File: config.mk
export PLATFORM = sky130hd
export DESIGN_NAME = deserializador_fifo
export DESIGN_NICKNAME = d
export VERILOG_FILES = /design/src/rtl/deserializador_fifo.sv
export SDC_FILE = /design/constraint.sdc
export NUM_CORES = 1
export LEC_CHECK = 0
export BUFFER_PORTS_ARGS = -buffer_cell sky130_fd_sc_hd__buf_2
export CORE_ASPECT_RATIO = 0.9
export CORE_MARGIN = 1.5
export CORE_UTILIZATION = 55
export DETAILED_ROUTE_END_ITERATION = 10
export PLACE_DENSITY = 0.75
export SYNTH_ARGS = -nofsm -noshare
export SYNTH_HDL_FRONTEND = slang
export SYNTH_SLANG_ARGS = --single-unit
File: constraint.sdc
create_clock -name clock -period 4.73 [get_ports clock]
set_clock_uncertainty 0.05 [all_clocks]
set_input_delay 0.7095 -clock clock [delete_from_list [all_inputs] [get_ports clock]]
set_output_delay 0.7095 -clock clock [all_outputs]
set_load 0.1 [all_outputs]
File: src/rtl/deserializador_fifo.sv
// deserializador_fifo: serial-to-parallel word assembler feeding a small word FIFO.
// Bits qualified by write_in are shifted in (MSB- or LSB-first). Each WIDTH-th bit
// completes a word that is queued on the same edge. Words are dropped, with a sticky
// overflow flag, only when the FIFO is full and not popped in that cycle.
module deserializador_fifo #(
  parameter int unsigned WIDTH     = 8,
  parameter int unsigned DEPTH     = 4,
  parameter int unsigned MSB_FIRST = 1
) (
  input  logic                       clock,
  input  logic                       reset,
  input  logic                       data_in,
  input  logic                       write_in,
  input  logic                       ack_in,
  input  logic                       clear_in,
  output logic [WIDTH-1:0]           data_out,
  output logic                       data_ready,
  output logic                       status_out,
  output logic [$clog2(DEPTH+1)-1:0] fifo_count,
  output logic                       overflow
);

  localparam int unsigned BW = $clog2(WIDTH);
  localparam int unsigned PW = $clog2(DEPTH);
  localparam int unsigned CW = $clog2(DEPTH+1);

  logic [WIDTH-1:0] r_sr;
  logic [BW-1:0]    r_bitcnt;
  logic [WIDTH-1:0] r_mem [DEPTH];
  logic [PW-1:0]    r_wptr;
  logic [PW-1:0]    r_rptr;
  logic [CW-1:0]    r_count;
  logic             r_overflow;

  logic [WIDTH-1:0] w_shift;
  logic             w_complete;
  logic             w_empty;
  logic             w_full;
  logic             w_pop;
  logic             w_push;
  logic             w_drop;

  // Next shift-register value for the incoming bit, in the configured bit order
  always_comb begin
    w_shift = r_sr;
    if (MSB_FIRST != 0) begin
      w_shift = {r_sr[WIDTH-2:0], data_in};
    end else begin
      w_shift = {data_in, r_sr[WIDTH-1:1]};
    end
  end

  // Push/pop/drop decisions; a pop in the same cycle frees the slot for a push into a full FIFO
  always_comb begin
    w_empty    = (r_count == '0);
    w_full     = (r_count == CW'(DEPTH));
    w_complete = write_in && (r_bitcnt == BW'(WIDTH-1));
    w_pop      = ack_in && !w_empty;
    w_push     = w_complete && (!w_full || w_pop);
    w_drop     = w_complete && !w_push;
  end

  // Serial assembly: shift register and bit counter
  always_ff @(posedge clock or negedge reset) begin
    if (!reset) begin
      r_sr     <= '0;
      r_bitcnt <= '0;
    end else if (clear_in) begin
      r_sr     <= '0;
      r_bitcnt <= '0;
    end else if (write_in) begin
      r_sr     <= w_shift;
      r_bitcnt <= w_complete ? '0 : r_bitcnt + 1'b1;
    end
  end

  // Word storage; contents are only observed through the count-qualified head mux
  always_ff @(posedge clock) begin
    if (reset && !clear_in && w_push) begin
      r_mem[r_wptr] <= w_shift;
    end
  end

  // FIFO pointers, occupancy and sticky overflow
  always_ff @(posedge clock or negedge reset) begin
    if (!reset) begin
      r_wptr     <= '0;
      r_rptr     <= '0;
      r_count    <= '0;
      r_overflow <= 1'b0;
    end else if (clear_in) begin
      r_wptr     <= '0;
      r_rptr     <= '0;
      r_count    <= '0;
      r_overflow <= 1'b0;
    end else begin
      if (w_push) r_wptr <= r_wptr + 1'b1;
      if (w_pop)  r_rptr <= r_rptr + 1'b1;
      case ({w_push, w_pop})
        2'b10:   r_count <= r_count + 1'b1;
        2'b01:   r_count <= r_count - 1'b1;
        default: r_count <= r_count;
      endcase
      if (w_drop) r_overflow <= 1'b1;
    end
  end

  // Output decodes from registered state
  always_comb begin
    data_out   = w_empty ? '0 : r_mem[r_rptr];
    data_ready = !w_empty;
    status_out = w_full;
    fifo_count = r_count;
    overflow   = r_overflow;
  end

endmodule

==> impl_metrics.csv, run 1 <==
group,metric,value,unit
logic_synthesis,yosysSeqAreaShare,63.4,%
sta,setup_viol_count_final,0,
worst_setup_path,crit_fanout,10,
route,routedWlPerCell,17.4,um
global_route,grt_pass1_vias,1262,
sta,slew_viol_final,0,
worst_setup_path,r2r_end,"fifo_count[2]$_DFFE_PN0P_",
worst_setup_path,crit_slowest_cell,"dfrtp_1",
route,drc,0,
global_route,grt_max_degree,22,
logic_synthesis,syn-num-nets,161,
status,status,"finished clean",
worst_setup_path,cp.required,3.97,ns
clock_tree,post_cts_hold_buffer_count,0,
floorplanning,fp.coreArea,3810,um2
clock_tree,cts_root_buf,"clkbuf_8",
cells_and_area,diodes,0,
clock_tree,post-cts-setup-buffer-count,0,
sta,max_freq,356,MHz
floorplanning,start_util,58.4,%
logic_synthesis,syn_area_per_cell,15.0,um2
power,leakage,0.982,nW
global_route,grt_usage,19.3,%
hold_path,hp-class,"in2async",
power,irDropWorstVdd,0.000180,V
route,vias,1225,
sta,fin_hold_ws,0.279,ns
placed_design,routabilityCongestion,0.789,
cells_and_area,layout.nets,181,
floorplanning,die_w,70.1,um
worst_setup_path,max_stage_delay,0.72,ns
logic_synthesis,synth_edf_count,32,
clock_tree,cts_resized,0,
power,powerDensity,318,nW/um2
route,drt-initial-drc-count,79,
clock_tree,worstSkewPairLatency,0.30,ns
global_route,grt_remaining_overflow,0,
sta,slew-limit-headroom,61.5,%
sta,fin_crit,2.81,ns
clock_tree,clkTransAtPathRegs,0.09,ns
worst_setup_path,r2r_cells,8,
logic_synthesis,synth_area,2230,um2
floorplanning,io_pins,20,
clock_tree,h-tree-depth,2,
clock_tree,numCtsBuffers,5,
route,via_per_inst,5.70,
placed_design,place_area,2350,um2
route,wirelength,3.73,mm
floorplanning,row_count,21,
logic_synthesis,synthFlopType,"edfxtp_1",
worst_setup_path,path_class,"reg2out",
cells_and_area,layout_commonest_cell,"edfxtp_1",
route,firstDrtPassIters,4,
clock_tree,cts_tree,"done",
worst_setup_path,r2r_setup_slack,2.45,ns
logic_synthesis,ys_types,33,
clock_tree,numClockSinks,50,
logic_synthesis,ys_top_cells_by_area,"edfxtp_1 (43%), dfrtp_1 (20%), mux4_2 (8.1%)",
global_route,grt_pass1_wl,6.24,mm
logic_synthesis,synth_top_cell_area_share,43.2,%
worst_setup_path,r2r-start,"fifo_count[0]$_DFFE_PN0P_",
worst_setup_path,crit_chain,"mux4_2 > and2_1 > buf_2",
global_route,grt_antenna_before_repair,0,
sta,grt_setup_unrepaired,"false",
sta,setup_tns,0,ns
logic_synthesis,syn_inst,148,
sta,fin_crit_sh,59.4,%
floorplanning,die_h,63.4,um
cells_and_area,final_cell_mix,"edfxtp_1 (32), buf_2 (19), dfrtp_1 (18)",
clock_tree,clockBufferDepth,2,
worst_setup_path,startpoint_type,"flop",
cells_and_area,fin_area,2450,um2
logic_synthesis,yosysTopAreaCell,"edfxtp_1",
placed_design,portBuffers,19,
worst_setup_path,worstPathArrival,2.05,ns
route,postRouteAntennaNets,0,
sta,worst_slew_pin_slew,0.578,ns
flow_run,max_cap_violations,0,
logic_synthesis,synth_warnings,0,
worst_setup_path,cp-end-kind,"primary output",
cells_and_area,area_growth,10.3,%
logic_synthesis,yosys_register_bits,50,
logic_synthesis,synthArstFlopShare,36.0,%
cells_and_area,layout-drive-gt1-share,25.4,%
sta,finalHoldViolations,0,
floorplanning,dieArea,4440,um2
placed_design,dp_hpwl,2.54,mm
## synthesized netlist by cell type (3+ instances only)
cell type,number
and2_1,14
edfxtp_1,32
nor2_1,17
o21ai_1,3
a21oi_1,4
inv_1,4
dfrtp_1,18
mux4_2,8
ha_1,6
xor2_1,3
mux2i_1,10
## state kept, by name (all words and copies together), names as in the netlist
| signal | flops |
|---|---|
| fifo_count | 3 |
| overflow | 1 |
| r_bitcnt | 3 |
| r_mem | 32 |
| r_rptr | 2 |
| r_sr | 7 |
| r_wptr | 2 |
## worst max-delay path: cells and delay by family (launching register included)
family | cells | cell delay (ns)
multiplexers | 1 | 0.58
flip-flops | 1 | 0.72
buffers and inverters | 1 | 0.28
AND/OR/NAND/NOR | 1 | 0.17
## cell type report
class                   count  area [um2]
fillers                   279        1360
clock inverters             3        40.0
flip-flops and latches     50        1410
clock buffers               5        68.8
inverters                   4        15.0
well taps                  46        57.6
multi-input cells          88         767
repair buffers             19        95.1
## per-layer routing
metal  up-vias  part of all wire (%)  global-route usage [%]
met3         4                   5.7                    7.52
met4         0                   1.5                    7.21
met5         -                     0                       0
met1       617                    43                    25.7
met2        29                    50                    29.0
li1        575                     -                       -
## how the worst max path moves through the flow
stage                               from  cells past startpoint  slack (ns)     endpoint
3_3_place_gp       r_rptr[0]$_DFFE_PN0P_                      3        2.23  data_out[2]
4_1_cts            r_rptr[0]$_DFFE_PN0P_                      3        1.87  data_out[2]
2_1_floorplan  fifo_count[0]$_DFFE_PN0P_                      3        1.60  data_out[0]
6_report           r_rptr[0]$_DFFE_PN0P_                      3        1.92  data_out[2]
5_1_grt            r_rptr[0]$_DFFE_PN0P_                      3        1.77  data_out[2]
3_5_place_dp       r_rptr[0]$_DFFE_PN0P_                      3        2.22  data_out[2]
## power breakdown
group          internal (mW)  switching [mW]  leakage, nW  total, mW
Sequential             0.465         0.00263        0.529      0.467
Clock                  0.156           0.136       0.0579      0.292
Combinational        0.00636          0.0141        0.394     0.0204
## cell families (layout without fill, tap and decap cells)
kind of cell    after synthesis  after routing  synth area share (%)
compound gates               13             13                  3.54
xor+xnor                      4              4                  1.57
fa+ha+maj                     7              7                  4.27
buf+inv                      10             31                  2.14
flops                        50             50                  63.4
mux                          19             19                  13.3
simple gates                 45             45                  11.8
## through the flow
| step | std cells | util [%] | power [mW] | worst slack (ns) |
|---|---|---|---|---|
| after global placement | 207 | 61.6 | 0.496 | 2.23 |
| after detailed placement | 207 | 61.6 | 0.497 | 2.22 |
| after global routing | 215 | 64.4 | 0.804 | 1.77 |
| after CTS | 215 | 64.4 | 0.789 | 1.87 |
| after floorplan | 148 | - | 0.487 | 1.60 |
| final | 215 | 64.4 | 0.780 | 1.92 |
No activity file was read; power rests on OpenSTA's default activity.
==> run 2: changes to the inputs <==
--- a/config.mk
+++ b/config.mk
@@ -5,6 +5,7 @@
 export SDC_FILE = /design/constraint.sdc
 export NUM_CORES = 1
 export LEC_CHECK = 0
+export ABC_AREA = 1
 export BUFFER_PORTS_ARGS = -buffer_cell sky130_fd_sc_hd__buf_2
 export CORE_ASPECT_RATIO = 0.9
 export CORE_MARGIN = 1.5
==> constraint.sdc (replaced) <==
create_clock -name clock -period 2.6 [get_ports clock]
set_clock_uncertainty 0.05 [all_clocks]
set_input_delay 0.39 -clock clock [delete_from_list [all_inputs] [get_ports clock]]
set_output_delay 0.39 -clock clock [all_outputs]
set_load 0.1 [all_outputs]
==> run 2 against run 1 <==
  * Sequential power up 100%
  * Critical path type unchanged
  * Routed wire length rose by 5.6%
  * First-iteration DRC count rose by 27%
  * Highest routed layer unchanged
  * Design area rose by 5.8%
  * Setup slack worse by 1.8 ns
  * Die area down 2.0%
  * Critical endpoint is now data_out[4]
  * Area after synthesis decreased by 2.1%
==> impl_metrics.csv, run 2 <==
group,metric,value,unit
floorplanning,die_h,62.7,um
route,drc,0,
power,irDropWorstVdd,0.000765,V
global_route,grt_pass1_vias,1361,
logic_synthesis,ys_top_cells_by_area,"edfxtp_1 (44%), dfrtp_1 (21%), nor2_1 (7.4%)",
logic_synthesis,ys_types,26,
hold_path,hp-class,"in2async",
cells_and_area,final.fill_count,281,
logic_synthesis,synthArstFlopShare,36.0,%
worst_setup_path,max_stage_delay,0.54,ns
floorplanning,io_pins,20,
cells_and_area,final_cell_mix,"nor2_1 (43), edfxtp_1 (32), inv_1 (24)",
clock_tree,post_cts_hold_buffer_count,0,
logic_synthesis,synth_commonest_cells,"nor2_1 (43), edfxtp_1 (32), inv_1 (24)",
cells_and_area,fin_util,69.1,%
clock_tree,numClockSinks,50,
logic_synthesis,syn_inst,206,
status,status,"finished clean",
sta,finalHoldViolations,0,
floorplanning,fp.coreArea,3760,um2
route,wirelength,3.94,mm
worst_setup_path,cp-end-kind,"primary output",
sta,fin_crit,2.46,ns
cells_and_area,diodes,0,
route,routedWlPerCell,14.1,um
worst_setup_path,startpoint_type,"flop",
cells_and_area,layout.nets,246,
worst_setup_path,path_class,"reg2out",
global_route,grt_antenna_before_repair,0,
floorplanning,dieArea,4350,um2
sta,fin_crit_sh,94.5,%
power,total_power,3.06,mW
logic_synthesis,syn-num-nets,219,
cells_and_area,multiInputGateArea,741,um2
placed_design,dp_hpwl,2.79,mm
worst_setup_path,path_delay_family,"buffers and inverters",
worst_setup_path,crit_fanout,10,
route,drt-initial-drc-count,100,
power,leakage,1.08,nW
logic_synthesis,synth_edf_count,32,
placed_design,portBuffers,19,
clock_tree,cts_tree,"done",
power,powerDensity,1180,nW/um2
floorplanning,row_count,21,
floorplanning,start_util,58.0,%
logic_synthesis,syn_area_per_cell,10.6,um2
route,vias,1483,
cells_and_area,layout_commonest_cell,"nor2_1",
clock_tree,clockBufferDepth,2,
global_route,grt_max_degree,20,
flow_run,max_cap_violations,0,
clock_tree,h-tree-depth,2,
cells_and_area,seqCellArea,1420,um2
cells_and_area,largest_register,"r_mem",
route,via_per_inst,5.30,
sta,setup_viol_count_final,0,
logic_synthesis,yosys_register_bits,50,
worst_setup_path,worstPathArrival,2.02,ns
route,postRouteAntennaNets,0,
sta,max_freq,407,MHz
logic_synthesis,synth_warnings,0,
sta,slew_viol_final,0,
cells_and_area,top_regs,"r_mem (32), r_sr (7)",
logic_synthesis,synth_area,2180,um2
logic_synthesis,synthFlopType,"edfxtp_1",
logic_synthesis,yosysSeqAreaShare,64.8,%
global_route,grt_usage,19.8,%
sta,grt_setup_unrepaired,"false",
clock_tree,cts_resized,0,
sta,setup_tns,0,ns
clock_tree,post-cts-setup-buffer-count,0,
cells_and_area,area_growth,19.1,%
clock_tree,clkTransAtPathRegs,0.09,ns
clock_tree,cts_root_buf,"clkbuf_8",
floorplanning,die_w,69.4,um
sta,slew-limit-headroom,47.8,%
logic_synthesis,yosysTopAreaCell,"edfxtp_1",
placed_design,routabilityCongestion,0.819,
cells_and_area,largest_reg_flops,32,
logic_synthesis,synth_top_cell_area_share,44.1,%
clock_tree,worstSkewPairLatency,0.30,ns
worst_setup_path,crit_chain,"clkinvlp_4 > nor2_1 > o21ai_0 > a21oi_4 > buf_2",
route,firstDrtPassIters,4,
logic_synthesis,post-synth-top-count-cell,"nor2_1",
clock_tree,numCtsBuffers,5,
sta,worst_slew_pin_slew,0.782,ns
cells_and_area,layout-drive-gt1-share,23.1,%
global_route,grt_pass1_wl,6.56,mm
worst_setup_path,crit_slowest_cell,"dfrtp_1",
worst_setup_path,cp_num_buf_inv,2,
worst_setup_path,cp.required,2.16,ns
global_route,grt_remaining_overflow,0,
==> run 2: cell count changes after synthesis, sizes merged, moves of 8 or more <==
cell   change
and2      -14
inv       +21
mux2i     -10
mux4       -8
nand2     +14
nand3      +9
nor2      +28
o21ai     +20
==> run 2: worst paths after layout <==
kind / end / cells past startpoint / startpoint / slack (ns)
setup reg to reg: fifo_count[2]$_DFFE_PN0P_ / 13 / r_bitcnt[0]$_DFFE_PN0P_ / 0.60
max in group asynchronous: fifo_count[2]$_DFFE_PN0P_ / 2 / reset / 2.26
hold reg to reg: r_bitcnt[0]$_DFFE_PN0P_ / 1 / r_bitcnt[0]$_DFFE_PN0P_ / 0.44
min in group clock: overflow$_DFFE_PN0P_ / 2 / clear_in / 0.25
hold / removal: r_rptr[1]$_DFFE_PN0P_ / 2 / reset / 0.008
setup / recovery: data_out[4] / 5 / r_rptr[1]$_DFFE_PN0P_ / 0.14
==> run 2: metal layers <==
| layer | GRT usage (%) | part of all wire (%) | vias to the layer above |
|---|---|---|---|
| met4 | 8.82 | 1.8 | 0 |
| met2 | 30.2 | 48 | 42 |
| met1 | 28.0 | 45 | 694 |
| li1 | - | - | 740 |
| met3 | 3.87 | 4.9 | 7 |
| met5 | 0 | 0 | - |
==> run 2: worst register-to-register path: stages, from the launching register on <==
cell	delay, ns
dfrtp_1	0.38
ha_1	0.16
ha_1	0.15
nand2_1	0.10
nand3_2	0.12
inv_1	0.06
fa_1	0.37
nand2_1	0.08
inv_1	0.04
nor2_1	0.11
inv_1	0.05
nand2_1	0.06
nand3_1	0.07
o21ai_1	0.13
==> run 2: through the flow <==
stage	hold WS (ns)	instance area [um2]	instances	setup slack [ns]
after detailed placement	0.349	2450	272	0.427
after CTS	0.0125	2570	280	0.0730
after global routing	0.0289	2600	280	0.00135
after floorplan	0.0444	2290	206	0.0318
final	0.00841	2600	280	0.143
after global placement	0.347	2450	272	0.485
==> run 2: final cells by class <==
class,count,area share (%)
Timing Repair Buffer,25,6.07
Multi-Input combinational cell,125,28.5
Clock inverter,2,1.49
Clock buffer,6,3.18
Inverter,26,3.90
Tap cell,46,2.22
Sequential cell,50,54.6
==> run 2: power breakdown <==
group / total (mW) / switching [mW] / internal [mW]
clock: 0.562 / 0.246 / 0.316
sequential: 0.950 / 0.0591 / 0.891
combinational: 1.55 / 1.24 / 0.302
==> run 2: kinds of logic after synthesis <==
logic type / Yosys count / synth area share [%]
fa+ha+maj: 7 / 4.36
flops: 50 / 64.8
buf+inv: 31 / 5.85
simple gates: 76 / 14.9
compound gates: 42 / 10.2
==> run 3: changes to the inputs <==
--- a/config.mk
+++ b/config.mk
@@ -5,13 +5,15 @@
 export SDC_FILE = /design/constraint.sdc
 export NUM_CORES = 1
 export LEC_CHECK = 0
-export ABC_AREA = 1
+export ABC_AREA = 0
 export BUFFER_PORTS_ARGS = -buffer_cell sky130_fd_sc_hd__buf_2
+export CELL_PAD_IN_SITES_DETAIL_PLACEMENT = 1
+export CELL_PAD_IN_SITES_GLOBAL_PLACEMENT = 1
 export CORE_ASPECT_RATIO = 0.9
 export CORE_MARGIN = 1.5
-export CORE_UTILIZATION = 55
+export CORE_UTILIZATION = 49
 export DETAILED_ROUTE_END_ITERATION = 10
-export PLACE_DENSITY = 0.75
+export PLACE_DENSITY_LB_ADDON = 0.1
 export SYNTH_ARGS = -nofsm -noshare
 export SYNTH_HDL_FRONTEND = slang
 export SYNTH_SLANG_ARGS = --single-unit
==> run 3 against run 2 <==
  * Count of clock-buffer cells in the layout unchanged
  * Combinational power down 97%
  * Core utilization down 12 points
  * Largest power group is now sequential cells
  * Highest routed layer unchanged
==> impl_metrics.csv, run 3 (synthesis results as in run 1) <==
group,metric,value,unit
clock_tree,cts_root_buf,"clkbuf_8",
sta,fin_hold_ws,0.0385,ns
floorplanning,io_pins,20,
worst_setup_path,worstSetupEndpoint,"fifo_count[2]$_DFFE_PN0P_",
floorplanning,fp.coreArea,4400,um2
worst_setup_path,crit_fanout,11,
worst_setup_path,cp.required,2.75,ns
sta,worst_slew_pin_slew,0.498,ns
clock_tree,post_cts_hold_buffer_count,0,
cells_and_area,largest_register,"r_mem",
floorplanning,row_count,23,
route,postRouteAntennaNets,0,
route,vias,1261,
clock_tree,worstSkewPairLatency,0.30,ns
route,drt-initial-drc-count,99,
worst_setup_path,r2r_cells,8,
route,wirelength,4.60,mm
global_route,grt_remaining_overflow,0,
clock_tree,clkTransAtPathRegs,0.09,ns
hold_path,hp-class,"in2async",
worst_setup_path,cp_num_buf_inv,1,
global_route,grt_max_degree,22,
route,drc,0,
clock_tree,numCtsBuffers,5,
worst_setup_path,path_depth,8,
clock_tree,h-tree-depth,2,
worst_setup_path,path_class,"reg2reg",
sta,slew_viol_final,0,
worst_setup_path,r2r-start,"fifo_count[1]$_DFFE_PN0P_",
worst_setup_path,path_delay_family,"simple AND/OR/NAND/NOR gates",
global_route,grt_usage,21.6,%
flow_run,max_cap_violations,0,
clock_tree,post-cts-setup-buffer-count,0,
global_route,grt_pass1_wl,7.40,mm
placed_design,portBuffers,19,
worst_setup_path,setup.worst_path.start,"fifo_count[1]$_DFFE_PN0P_",
clock_tree,cts_tree,"done",
route,via_per_inst,5.37,
floorplanning,dieArea,4960,um2
worst_setup_path,cp-end-kind,"flop",
route,firstDrtPassIters,4,
placed_design,dp_hpwl,3.15,mm
worst_setup_path,worstPathArrival,2.49,ns
worst_setup_path,crit_chain,"or3_4 > nand2_2 > a21oi_1 > fa_1 > inv_1 > o21ai_0 > a31o_2 > a31oi_1",
cells_and_area,layout.nets,185,
sta,setup_viol_count_final,0,
clock_tree,numClockSinks,50,
placed_design,routabilityCongestion,0.732,
floorplanning,die_h,66.9,um
power,irDropWorstVdd,0.000364,V
sta,finalHoldViolations,0,
worst_setup_path,max_stage_delay,0.49,ns
global_route,grt_antenna_before_repair,0,
floorplanning,die_w,74.0,um
cells_and_area,largest_reg_flops,32,
power,leakage,0.998,nW
cells_and_area,diodes,0,
route,routedWlPerCell,19.6,um
clock_tree,cts_resized,0,
cells_and_area,top_regs,"r_mem (32), r_sr (7)",
sta,fin_crit_sh,89.7,%
worst_setup_path,r2r_end,"fifo_count[2]$_DFFE_PN0P_",
cells_and_area,final_cell_mix,"edfxtp_1 (32), buf_2 (19), nor2_1 (17)",
sta,grt_setup_unrepaired,"false",
clock_tree,clockBufferDepth,2,
worst_setup_path,startpoint_type,"flop",
sta,fin_crit,2.33,ns
sta,slew-limit-headroom,67.0,%
cells_and_area,final.fill_count,435,
status,status,"finished clean",
worst_setup_path,r2r_setup_slack,0.27,ns
power,powerDensity,565,nW/um2
sta,max_freq,429,MHz
worst_setup_path,crit_slowest_cell,"or3_4",
cells_and_area,layout-drive-gt1-share,32.4,%
global_route,grt_pass1_vias,1421,
cells_and_area,layout_commonest_cell,"edfxtp_1",
sta,setup_tns,0,ns
cells_and_area,area_growth,13.0,%
floorplanning,start_util,50.6,%
run 3: area by class of cell:
cell class	count	area [um2]	area share [%]
Inverter	4	15.0	0.597
Timing Repair Buffer	23	125	4.97
Multi-Input combinational cell	88	777	30.9
Tap cell	62	77.6	3.08
Clock buffer	6	72.6	2.88
Clock inverter	2	33.8	1.34
Sequential cell	50	1420	56.2
run 3: per-layer routing:
metal	part of all wire [%]	vias to the layer above	global-route usage, %
li1	-	583	-
met4	1.3	0	6.48
met1	43	651	27.1
met3	2.7	6	6.51
met5	0	-	0
met2	52	21	35.7
run 3: worst min path at each step:
stage,from,to,slack [ns]
after floorplan,reset,fifo_count[0]$_DFFE_PN0P_,0.04
after global placement,reset,r_sr[6]$_DFFE_PN0P_,0.36
after detailed placement,reset,r_sr[6]$_DFFE_PN0P_,0.37
after CTS,reset,r_sr[0]$_DFFE_PN0P_,0.03
after global routing,reset,r_sr[6]$_DFFE_PN0P_,0.02
final,reset,r_sr[6]$_DFFE_PN0P_,0.04
run 3: power breakdown:
group          leakage (nW)  internal, mW  total (mW)  switching (mW)
Clock                0.0528         0.284       0.529           0.245
Sequential            0.524         0.845       0.850         0.00479
Combinational         0.421        0.0135      0.0415          0.0280
Total                 0.998          1.14        1.42           0.278
run 3: per-stage QoR:
step | instances | instance area [um2] | total power, mW | setup WS, ns | util [%]
floorplan | 148 | 2240 | 0.886 | 0.117 | -
global placement | 227 | 2410 | 0.907 | 0.472 | 54.7
detailed placement | 227 | 2410 | 0.910 | 0.322 | 54.7
CTS | 235 | 2520 | 1.44 | 0.263 | 57.1
global route | 235 | 2520 | 1.47 | 0.130 | 57.1
finish | 235 | 2520 | 1.42 | 0.267 | 57.1
